==> src/rtl/std_reg_writer_if.sv <==
// Handshake bundle for std_reg_writer: the valid/ready word input and the
// write/done register port.
interface std_reg_writer_if #(
    parameter int WIDTH = 6
);
    logic [WIDTH-1:0] in_data;
    logic             in_valid;
    logic             in_ready;
    logic [WIDTH-1:0] reg_in;
    logic             reg_write_en;
    logic             reg_done;

    // Writer side
    modport master (
        input  in_data,
        input  in_valid,
        input  reg_done,
        output in_ready,
        output reg_in,
        output reg_write_en
    );

    // Word source and target register side
    modport slave (
        output in_data,
        output in_valid,
        output reg_done,
        input  in_ready,
        input  reg_in,
        input  reg_write_en
    );
endinterface

==> src/rtl/std_reg_writer.sv <==
// Buffers incoming words in a small FIFO and writes each one into a std_reg
// target, waiting for its done pulse; a timeout drops the word and sets err.
module std_reg_writer #(
    parameter int WIDTH   = 6,
    parameter int DEPTH   = 4,
    parameter int TIMEOUT = 8
) (
    input  logic                   clk,
    input  logic                   reset,
    std_reg_writer_if.master       bus,
    input  logic                   clear_err,
    output logic                   busy,
    output logic                   err,
    output logic [$clog2(DEPTH):0] count
);
    localparam int AW = $clog2(DEPTH);
    localparam int CW = AW + 1;
    localparam int TW = $clog2(TIMEOUT) + 1;

    typedef enum logic [1:0] {
        IDLE  = 2'd0,
        ISSUE = 2'd1,
        WAIT  = 2'd2
    } state_t;

    state_t           state_q, state_d;
    logic [AW-1:0]    rd_ptr_q, wr_ptr_q;
    logic [CW-1:0]    count_q;
    logic [TW-1:0]    timer_q;
    logic             err_q;
    logic [WIDTH-1:0] mem_q [DEPTH];

    logic push, pop, done_hit, timeout_hit;

    assign bus.in_ready = (count_q < CW'(DEPTH));
    assign push         = bus.in_valid && bus.in_ready;
    // done on the last allowed WAIT cycle is a success, so it masks the timeout
    assign done_hit     = (state_q == WAIT) && bus.reg_done;
    assign timeout_hit  = (state_q == WAIT) && !bus.reg_done && (timer_q == TW'(TIMEOUT - 1));
    assign pop          = done_hit || timeout_hit;

    always_ff @(posedge clk) begin
        if (push) begin
            mem_q[wr_ptr_q] <= bus.in_data;
        end
    end

    always_ff @(posedge clk) begin
        if (reset) begin
            rd_ptr_q <= '0;
            wr_ptr_q <= '0;
            count_q  <= '0;
        end else begin
            if (push) begin
                wr_ptr_q <= wr_ptr_q + AW'(1);
            end
            if (pop) begin
                rd_ptr_q <= rd_ptr_q + AW'(1);
            end
            case ({push, pop})
                2'b10:   count_q <= count_q + CW'(1);
                2'b01:   count_q <= count_q - CW'(1);
                default: count_q <= count_q;
            endcase
        end
    end

    always_ff @(posedge clk) begin
        if (reset) begin
            timer_q <= '0;
            err_q   <= 1'b0;
        end else begin
            if (state_q == ISSUE) begin
                timer_q <= '0;
            end else if (state_q == WAIT) begin
                timer_q <= timer_q + TW'(1);
            end
            if (timeout_hit) begin
                err_q <= 1'b1;
            end else if (clear_err) begin
                err_q <= 1'b0;
            end
        end
    end

    // FSM state register
    always_ff @(posedge clk) begin
        if (reset) begin
            state_q <= IDLE;
        end else begin
            state_q <= state_d;
        end
    end

    // FSM next state
    always_comb begin
        state_d = state_q;
        case (state_q)
            IDLE:    if (count_q != '0) state_d = ISSUE;
            ISSUE:   state_d = WAIT;
            WAIT: begin
                if (pop) begin
                    state_d = (count_q > CW'(1)) ? ISSUE : IDLE;
                end
            end
            default: state_d = IDLE;
        endcase
    end

    // FSM outputs
    always_comb begin
        bus.reg_write_en = (state_q == ISSUE);
        bus.reg_in       = (count_q != '0) ? mem_q[rd_ptr_q] : '0;
        busy             = (state_q != IDLE) || (count_q != '0);
    end

    assign err   = err_q;
    assign count = count_q;
endmodule

==> src/flat_wrapper.sv <==
// flat-port wrapper written by rule: the top's interface ports become plain ports
module std_reg_writer_flat 
#(
    parameter int WIDTH   = 6,
    parameter int DEPTH   = 4,
    parameter int TIMEOUT = 8
)
  (clk, reset, clear_err, busy, err, count, bus_in_data, bus_in_valid, bus_reg_done, bus_in_ready, bus_reg_in, bus_reg_write_en);
  std_reg_writer_if #(.WIDTH(WIDTH)) bus_i ();
  input  logic clk;
  input  logic reset;
  input  logic clear_err;
  output logic busy;
  output logic err;
  output logic [$clog2(DEPTH):0] count;
  input wire logic [$bits(bus_i.in_data)-1:0] bus_in_data;
  input wire logic [$bits(bus_i.in_valid)-1:0] bus_in_valid;
  input wire logic [$bits(bus_i.reg_done)-1:0] bus_reg_done;
  output wire logic [$bits(bus_i.in_ready)-1:0] bus_in_ready;
  output wire logic [$bits(bus_i.reg_in)-1:0] bus_reg_in;
  output wire logic [$bits(bus_i.reg_write_en)-1:0] bus_reg_write_en;
  assign bus_i.in_data = bus_in_data;
  assign bus_i.in_valid = bus_in_valid;
  assign bus_i.reg_done = bus_reg_done;
  assign bus_in_ready = bus_i.in_ready;
  assign bus_reg_in = bus_i.reg_in;
  assign bus_reg_write_en = bus_i.reg_write_en;
  std_reg_writer #(.WIDTH(WIDTH), .DEPTH(DEPTH), .TIMEOUT(TIMEOUT)) u_core (.clk(clk), .reset(reset), .bus(bus_i), .clear_err(clear_err), .busy(busy), .err(err), .count(count));
endmodule
==> config.mk <==
export PLATFORM = sky130hd
export DESIGN_NAME = std_reg_writer_flat
export DESIGN_NICKNAME = d
export VERILOG_FILES = /design/src/rtl/std_reg_writer_if.sv /design/src/rtl/std_reg_writer.sv /design/src/flat_wrapper.sv
export SDC_FILE = /design/constraint.sdc
export NUM_CORES = 1
export LEC_CHECK = 0
export BUFFER_PORTS_ARGS = -buffer_cell sky130_fd_sc_hd__buf_2
export CAP_MARGIN = 40
export CELL_PAD_IN_SITES_DETAIL_PLACEMENT = 1
export CELL_PAD_IN_SITES_GLOBAL_PLACEMENT = 2
export CORE_MARGIN = 3
export CORE_UTILIZATION = 39
export CTS_CLUSTER_SIZE = 40
export DETAILED_ROUTE_END_ITERATION = 8
export MAX_ROUTING_LAYER = met4
export PLACE_DENSITY_LB_ADDON = 0.25
export SLEW_MARGIN = 20
export SYNTH_ARGS = -nofsm -noshare
export SYNTH_HDL_FRONTEND = slang
export SYNTH_SLANG_ARGS = --single-unit
==> constraint.sdc <==
create_clock -name clk -period 2.35 [get_ports clk]
set_clock_uncertainty 0.2 [all_clocks]
set_input_delay 0.3525 -clock clk [delete_from_list [all_inputs] [get_ports clk]]
set_output_delay 0.3525 -clock clk [all_outputs]
set_load 0.02 [all_outputs]
; ---- Yosys cells after proc, flatten, opt, wreduce, memory -nomap -nowiden
; Memories as Yosys holds them, arrays and structs flattened. A register that Yosys moved wholly into a read port is not among the register bits.
; Cells that the tools add are included.
[classes]
addsub = 5
mul = 0
div = 0
n_lt_le_gt_ge = 2
n_eq_ne = 7
n_shift = 0
n_mux = 12
bitwise = 0
reduce_logical = 14
[op_table]
columns = operator, count
row1 = two-way mux 2 bit, 4
row2 = two-way mux 6 bit, 1
row3 = case mux 2 bit (3 select lines), 1
row4 = case mux 3 bit (2 select lines), 1
row5 = nonzero test 2 bit, 3
row6 = two-way mux 1 bit, 5
row7 = adder 2 x 1 -> 2 bit (second input constant), 2
row8 = adder 4 x 1 -> 4 bit (second input constant), 1
row9 = equality test 2 x 1 -> 1 bit (second input constant), 2
row10 = equality test 2 bit (second input constant), 2
row11 = equality test 4 x 3 -> 1 bit (second input constant), 1
row12 = logical AND 1 bit, 4
row13 = inequality test 2 x 1 -> 1 bit (second input constant), 2
row14 = adder 3 x 1 -> 3 bit (second input constant), 1
row15 = greater-than comparator 3 x 1 -> 1 bit (second input constant), 1
row16 = less-than comparator 3 bit (second input constant), 1
row17 = nonzero test 3 bit, 1
row18 = subtractor 3 x 1 -> 3 bit (second input constant), 1
row19 = zero test 2 bit, 1
row20 = logical OR 1 bit, 2
row21 = AND reduction 2 bit, 1
row22 = OR reduction 2 bit, 1
row23 = zero test 1 bit, 1
[totals]
register_bits = 14
latch_bits = 0
mem_bits_rw = 24
rom_bits = 0
inputBits = 11
out_inout_bits = 13
word_cells = 47
n_memories = 1
[mem_list]
columns = memory, words, width, read_ports, rd_clocked_by_memory_dff, wr, line
row1 = u_core.mem_q, 4, 6, 1, 1, 1, std_reg_writer.sv:31  ; logic [WIDTH-1:0] mem_q [DEPTH];

; ---- Logic depth before layout (Yosys ltp)
; Gate-level depths: netlist of the first run.
[logic_depth]
depth_word = 6
mapped_depth = 7
mapped_depth_nobuf = 7

; ---- Worst setup path before layout of the first run
; Ideal clock, no wire load.
[synth_timing]
path_kind = register to register
from = register u_core.timer_q[0]
to = register u_core.count_q[2] (netlist: u_core.count[2])
arrival_time_ps = 1654
required_time_ps = 2079
setup_slack_ps = 426
stages_incl_launch_ff = 7
path_buffers = 0
cell_sequence = dfxtp_1 ha_1 nand3b_4 a21oi_4 ha_1 or3_1 a21oi_1
[synth_between]
elab_chain_cells = 5
[synth_rtl]
columns = item, line
row1 = "start, declared", std_reg_writer.sv:29  ; logic [TW-1:0] timer_q;
row2 = "start signal, assigned", std_reg_writer.sv:76  ; timer_q <= timer_q + TW'(1);
row3 = equality test 4 x 3 -> 1 bit (*), std_reg_writer.sv:39  ; assign timeout_hit = (state_q == WAIT) && !bus.reg_done && (timer_q == TW'(TIMEOUT - 1));
row4 = logical AND 1 bit (*), std_reg_writer.sv:39
row5 = logical OR 1 bit (*), std_reg_writer.sv:40  ; assign pop = done_hit || timeout_hit;
row6 = equality test 2 x 1 -> 1 bit or equality test 2 bit (tied branches), std_reg_writer.sv:60  ; case ({push, pop})
row7 = case mux 3 bit (2 select lines) or nonzero test 2 bit (tied branches), --
row8 = "end signal, assigned", std_reg_writer.sv:61  ; 2'b10: count_q <= count_q + CW'(1);
row9 = "end signal, assigned", std_reg_writer.sv:62  ; 2'b01: count_q <= count_q - CW'(1);
row10 = "end signal, assigned", std_reg_writer.sv:63  ; default: count_q <= count_q;
row11 = "end, declared", std_reg_writer.sv:28  ; logic [CW-1:0] count_q;
; Every way passes the cells marked *; elsewhere a longest branch is shown, timed or not.
; A chain may end at the register's enable or synchronous reset.

==> summary.md, run 1 <==
Setup repair after global routing left no endpoint under its margin. The buffer and inverter count on the worst path is 1. The first global-routing pass estimated 5.851 mm of wire.

In the finished design, the share of the clock period the worst path needs comes to 90.81%. The logs give 447.6 uV for the worst-case vdd ir drop and 0 for the hold buffer count at cts. The tightest min-delay check is of the primary input to register type. The tools report the sum of negative setup slack as 0 ps.

TritonCTS built the clock tree. The H-tree was split into 2 levels. Max-cap violations in this run came to 0. The antenna violation net count after detailed routing came out at 0. The synthesized design devotes to its leading area cell type 39.13% of total area. Power density over the cells: 935.6 nW/um^2. The library cell used most frequently in the layout, excluding fill and tap cells, is sky130_fd_sc_hd__edfxtp_1.

The routing usage on met2 was 22.34%. Walking the worst path, the cells encountered are mux4_2 > nor2b_1 > buf_2. The family with the most delay on the worst path is multiplexers. On the worst path, the slowest cell contributes a delay of 520 ps. Relative to the synthesized area, the layout overhead comes to 18.07%. For the count of pins over their slew limit, the log shows 0. The clock period minus worst slack is 2134 ps. The floorplan step set the die width to 74.72 um. The tools report the tightest slew margin relative to the limit as 72.09%.

Dividing the detail-routed wire length by the instance count gives 15.41 um. The fill cell instance count of the final layout came out at 470. The kind of capture point of the worst setup path is an output pin. For the met1 usage in global routing, the log shows 19.08%.

Dominant synthesized flop cell: sky130_fd_sc_hd__edfxtp_1. The congestion estimate from routability-driven global placement came to 0.7366. The number of nets in the synthesized netlist is 163.

For the overall routing resource usage, the log shows 14.42%. The first routing iteration left 34 violations. Global routing used 3.605% of the available met3 tracks. Summed over all nets, the half-perimeter wirelength after detailed placement is 2.517 mm.

Setup violations remaining at the end of the flow were counted as 0. The tools report the post-detailed-route DRC marker count as 0. The flow ran to the end, and the final reports show no timing, DRC or antenna violations. The tools report the total placed cells including tap cells as 214.

Counting flops with an async set or reset pin after synthesis yields a share of 0%. The cell chosen for the clock root is sky130_fd_sc_hd__clkbuf_8. The initial utilization of the core area, before any placement, comes to 41.44%. In this run, CTS created clock tree buffers numbering 5. The total inserted antenna cells was 0; the routed via count was 1,096. For the pin with the worst max-slew slack, the measured transition is 416.8 ps.

Synthesis-stage register bit count: 40. After global routing, the most crowded layer is met2. The distinct cell type count of the synthesized netlist is 34. The synthesized design spends more area on one cell type than any other, namely sky130_fd_sc_hd__edfxtp_1. Vertical die dimension: 74.72 um.

STA classifies the critical path startpoint as a register. The synthesized design contains 24 enable-type register cells. The mean instance size in the synthesized netlist is 12.97 um^2. Of the synthesized area, sequential elements account for 56.52%. Cells fill 48.93% of the core in the end. The post-synthesis instance area is 1842 um^2. The critical path in this run is classified as register to output pin.

The average via count per standard cell is 4.937, and the maximum clock rate is 0.4686 GHz. In this run the standard cell core region covers 4444 um^2. The final layout contains 190 nets.

The later pin in the worst-skew pair is clocked with a latency of 280 ps. The first detailed-routing pass ran for 3 iterations. Buffers placed on the I/O ports in this run total 23.

Clock-pin slew was measured on the worst setup and hold paths at 80 ps. Required time reported for the critical path endpoint: 1800 ps. Cells with a size suffix above 1 make up 28.82% of the layout. The analysis attributes to cell leakage a power of 0.8791 nW. The Yosys step of the flow raised 0 warnings.

Data arrives at the worst endpoint at 1580 ps. The die covers 5583 um^2. The run gives 40 as the count of clock tree sinks. Sorting the synthesized cells by area gives the leading types as sky130_fd_sc_hd__edfxtp_1 39%, sky130_fd_sc_hd__dfxtp_1 17%, sky130_fd_sc_hd__mux4_2 7.3%. 24 I/O pins were placed. The largest driver fanout on the critical path works out to 6.

Via count of the first global-routing pass: 1,199. Once layout is complete, the cells apart from fillers number 222. No sink is reached through more buffers than the 2 on the longest clock path. The initial antenna violation count is 0, and the final-report hold violation count is 0. Among all stages on the critical path, the largest delay is contributed by sky130_fd_sc_hd__mux4_2. Synthesis produced a netlist whose cell count is 142.

The total overflow left after global routing is 0. The logs give 83.18 ps for the tightest hold margin and 3.422 mm for the final wirelength. The logs give 24 for the count of standard-cell rows and 18 for the pin count of the biggest net entering global routing.

The library cells used most frequently in the layout, excluding fill and tap cells, are 24 x sky130_fd_sc_hd__edfxtp_1, 23 x sky130_fd_sc_hd__buf_2, 15 x sky130_fd_sc_hd__dfxtp_1.
## what timing repair did
| item | 4_1_cts | 5_1_grt |
|---|---|---|
| gates resized for setup | 0 | 2 |
| buffers inserted | 0 | 0 |
| endpoints found under the setup margin | 0 | 7 |
## cells by family after synthesis
group,share of synthesized area (%)
and+or+nand+nor,12.98
AOI/OAI and AO/OA,7.201
adders and majority gates,6.793
xor gates and xnor gates,1.903
buffers and inverters,3.804
muxes,10.80
DFF,56.52
## metal layers
| layer | up-vias | part of all wire [%] | routed length, um |
|---|---|---|---|
| met4 | 0 | 0.41 | 14 |
| met1 | 522 | 49 | 1674 |
| met5 | - | 0 | 0 |
| met2 | 17 | 47 | 1623 |
| li1 | 555 | - | - |
| met3 | 2 | 3.2 | 110 |
## state kept, by name, indices dropped and copies added (netlist names), named ones only
register and flops:
u_core.timer_q 4, u_core.mem_q 24, u_core.rd_ptr_q 2, u_core.count 3
u_core.err 1, u_core.state_q 2, u_core.wr_ptr_q 2
## cell type report
type                       count  area, um^2  area share (%)
sequential                    40        1042           47.93
multi-input combinational     86       733.2           33.72
timing repair buffer          26       137.6           6.329
clock inverter                 3       90.09           4.143
clock buffer                   5       68.82           3.165
tap                           52       65.06           2.992
inverter                      10       37.54           1.726
## where the power goes
part / switching, mW / leakage, nW / internal (mW)
logic: 0.251 / 0.450 / 0.169
registers: 0.0431 / 0.351 / 0.803
clock network: 0.236 / 0.0784 / 0.531
total: 0.531 / 0.879 / 1.50
## synth_stat cells, types with 2 or more instances
cell type                  instances
sky130_fd_sc_hd__o21ai_0           3
sky130_fd_sc_hd__a21oi_1           2
sky130_fd_sc_hd__mux2i_1           3
sky130_fd_sc_hd__mux4_2            6
sky130_fd_sc_hd__nor2_1           13
sky130_fd_sc_hd__nor2b_1          11
sky130_fd_sc_hd__clkbuf_1          3
sky130_fd_sc_hd__nand2_1           5
sky130_fd_sc_hd__dfxtp_1          16
sky130_fd_sc_hd__xor2_1            3
sky130_fd_sc_hd__nand3_1           2
sky130_fd_sc_hd__ha_1             10
sky130_fd_sc_hd__mux2_2            3
sky130_fd_sc_hd__edfxtp_1         24
sky130_fd_sc_hd__a211oi_1          3
sky130_fd_sc_hd__nor3b_1           2
sky130_fd_sc_hd__inv_1            10
sky130_fd_sc_hd__o21a_1            2
sky130_fd_sc_hd__buf_2             2
sky130_fd_sc_hd__and2_1            5
## final timing paths
| kind | from | end | slack, ps | cells after the start |
|---|---|---|---|---|
| max reg2reg | u_core.timer_q[0] | u_core.count[2] | 230 | 6 |
| max | register | bus_reg_in[0] | 220 | 3 |
| min reg2reg | u_core.timer_q[0] | u_core.timer_q[0] | 320 | 2 |
| min | bus_in_data[2] | u_core.mem_q[3][2] | 80 | 1 |
## metrics by stage
stage	power (mW)	area (um^2)	worst slack [ps]
final	2.035	2175	216.1
after global placement	1.265	2012	292.6
after global routing	2.150	2175	71.68
after floorplan	1.152	1842	425.9
after CTS	2.058	2171	2.875
after detailed placement	1.288	2012	240.8
## worst register-to-register path: cells and delay by family (launching register included)
kind	cells	cell delay (ps)
AO/OA/AOI/OAI	2	360
adder cells (fa/ha/maj)	2	580
flip-flops	1	400
AND/OR/NAND/NOR	2	520
Power figures use the tool's default switching activity.
==> run 2: changes to the inputs <==
--- a/config.mk
+++ b/config.mk
@@ -14,7 +14,7 @@
 export CTS_CLUSTER_SIZE = 40
 export DETAILED_ROUTE_END_ITERATION = 8
 export MAX_ROUTING_LAYER = met4
-export PLACE_DENSITY_LB_ADDON = 0.25
+export PLACE_DENSITY_LB_ADDON = 0.1
 export SLEW_MARGIN = 20
 export SYNTH_ARGS = -nofsm -noshare
 export SYNTH_HDL_FRONTEND = slang
==> run 2 against run 1 <==
  * Design area decreased by 1.2%
  * Fmax increased by 0.35%
  * Worst hold slack got worse by 4.2 ps
  * Global-route usage increased by 0.16 points
  * Clock power is 15% lower
  * Total power shrank 5.8%
  * Cell count stayed put
  * Sequential power is essentially flat
  * Critical path depth did not move
  * Critical path type unchanged
  * Highest routed layer unchanged
==> summary.md, run 2 (same netlist as run 1, synthesis figures left out) <==
The flow ran to the end, and the final reports show no timing, DRC or antenna violations. Data on the critical path is required at its endpoint by 1800 ps. The run gives 0.8661 nW as the cell leakage power. Part of the total power dissipated in the clock network: 34.1%. Ranked by flip-flop count, first place goes to u_core.mem_q. The run gives 78.96 ps as the tightest hold margin. Class of the tightest hold or removal check: primary input to register. Period utilization: 90.49%. The logs give 1,165 for the via count of the first global-routing pass and 250.2 ps for the setup slack at placement.

The clock period could shrink to 2127 ps. Hold buffer count at cts: 0. The root buffer cell chosen for the clock tree is sky130_fd_sc_hd__clkbuf_8.

Global routing used 14.58% of the available tracks across all layers. The total placed cells including tap cells is 214. In the layout the commonest cells are 24 x sky130_fd_sc_hd__edfxtp_1, 23 x sky130_fd_sc_hd__buf_2, 15 x sky130_fd_sc_hd__dfxtp_1. The first TritonRoute pass finished after 4 iterations. The initial utilization of the core area, before any placement, comes to 41.44%. The worst pin sits at a relative slew slack of 73.67%.

The maximum clock rate is 0.4702 GHz, and the number of flip-flops in the largest register is 24. The die is 74.72 um wide. For this design, the sink count on the clock tree is 40. Net switching is 27.10% of the power.

Clock-pin slew was measured on the worst setup and hold paths at 80 ps. Summing all non-filler instances in the final layout gives an area of 2148 um^2. The logs give 1570 ps for the arrival time reported for the critical path endpoint and 5 for the number of CTS-inserted buffers. The floorplan step defined a die boundary enclosing 5583 um^2. The area growth from synthesis to layout is 16.64%.

The logs give 44.1% for the relative contribution of sequential cells to total power and 18 for the pin count of the biggest net entering global routing. Buffers placed on the I/O ports in this run total 23. In this run the remaining antenna-violating nets after routing total 0. The run gives 0 as the initial antenna violation count.

The power density over the cells came out at 892.4 nW/um^2. Setup slack on the critical path of the routed design comes to 223.5 ps. The floorplan step defined a core boundary enclosing 4444 um^2. Setup repair after global routing left no endpoint under its margin. After layout, the design draws a total of 1.917 mW. The clock passes through at most 2 buffers. The wire length of the first global-routing pass was 5.740 mm; the worst-case vdd ir drop was 317.3 uV. Summed over all nets, the switching power comes to 519.5 uW.

Setup violations remaining at the end of the flow were counted as 0. The worst setup path is of the register to output pin kind. The final-report hold violation count is 0. The remaining global-route overflow is 0. The internal power component was 1.398 mW. The final wirelength is 3.468 mm. The library cell used most frequently in the layout, excluding fill and tap cells, is sky130_fd_sc_hd__edfxtp_1. The tool flagged a number of max-cap violations equal to 0. Worst-margin pin slew: 393.1 ps. In the final layout, the share of cells above drive strength 1 is 28.24%. 0 antenna diodes ended up in the layout. The net count of the finished layout was 190.

The tools report the final core area utilization as 48.34%. The routed via count is 1,126, and the count of non-filler cells in the finished layout is 222. Post-detailed-route DRC marker count: 0. The detail-routed net length per standard cell is 15.62 um. STA classifies the critical path endpoint as an output pin. TritonCTS built the clock tree.

The run gives 24 as the count of standard-cell rows. The average via count per standard cell was 5.072. The detailed router finished its first iteration with 60 violations. The wire-length estimate of the detail-placed layout is 2.578 mm.

Once placement finished, the instance area stood at 2012 um^2. The number of primary I/O pins is 24, and the logic gate share of total power is 21.8%. The run gives 0 as the count of pins over their slew limit. Of all nets on the critical path, the largest fanout is 6.

STA classifies the critical path startpoint as a register. Routability-driven placement finished with a final weighted congestion of 0.6687. The clock reaches the later pin of the worst-skew pair after 290 ps.

The run gives 2 as the total number of H-tree levels. The sum of negative setup slack is 0 ps, and the vertical die dimension is 74.72 um.
==> run 2: area by class of cell <==
class / count / area, um^2
fill: 477 / 2296
clock inverter: 2 / 60.06
clock buffer: 6 / 72.57
tap: 52 / 65.06
inverter: 10 / 37.54
multi-input combinational: 86 / 733.2
sequential: 40 / 1042
timing repair buffer: 26 / 137.6
==> run 2: worst paths after layout <==
path | from | to | slack (ps) | cells after the start
min reg2reg | u_core.timer_q[0] | u_core.timer_q[0] | 330 | 2
min | bus_in_data[4] | u_core.mem_q[2][4] | 80 | 1
max reg2reg | u_core.timer_q[0] | u_core.count[2] | 260 | 6
max | register | bus_reg_in[1] | 220 | 3
==> run 2: power by group through the flow <==
stage	Clock [mW]	Sequential [mW]	Combinational, mW
after floorplan	0	0.862	0.290
after global placement	0	0.859	0.409
after detailed placement	0	0.863	0.422
after CTS	0.679	0.847	0.428
after global routing	0.704	0.857	0.470
final	0.653	0.846	0.418
==> run 2: what timing repair did <==
| action | CTS | global route |
|---|---|---|
| buffers inserted | 0 | 0 |
| resized for setup | 1 | 1 |
| endpoints found under the setup margin | 1 | 6 |
==> run 2: worst max-delay path: stages, from the launching register on <==
cell	delay (ps)
sky130_fd_sc_hd__dfxtp_2	450
sky130_fd_sc_hd__mux4_2	520
sky130_fd_sc_hd__nor2b_1	140
sky130_fd_sc_hd__buf_2	170
==> run 2: per-layer routing <==
metal	global-route usage, %	routed length, um	part of all wire, %	vias up
met5	-	0	0	-
met4	4.150	23	0.66	0
met3	4.406	119	3.4	4
met2	24.20	1805	52	17
met1	17.16	1519	44	551
li1	-	-	-	554
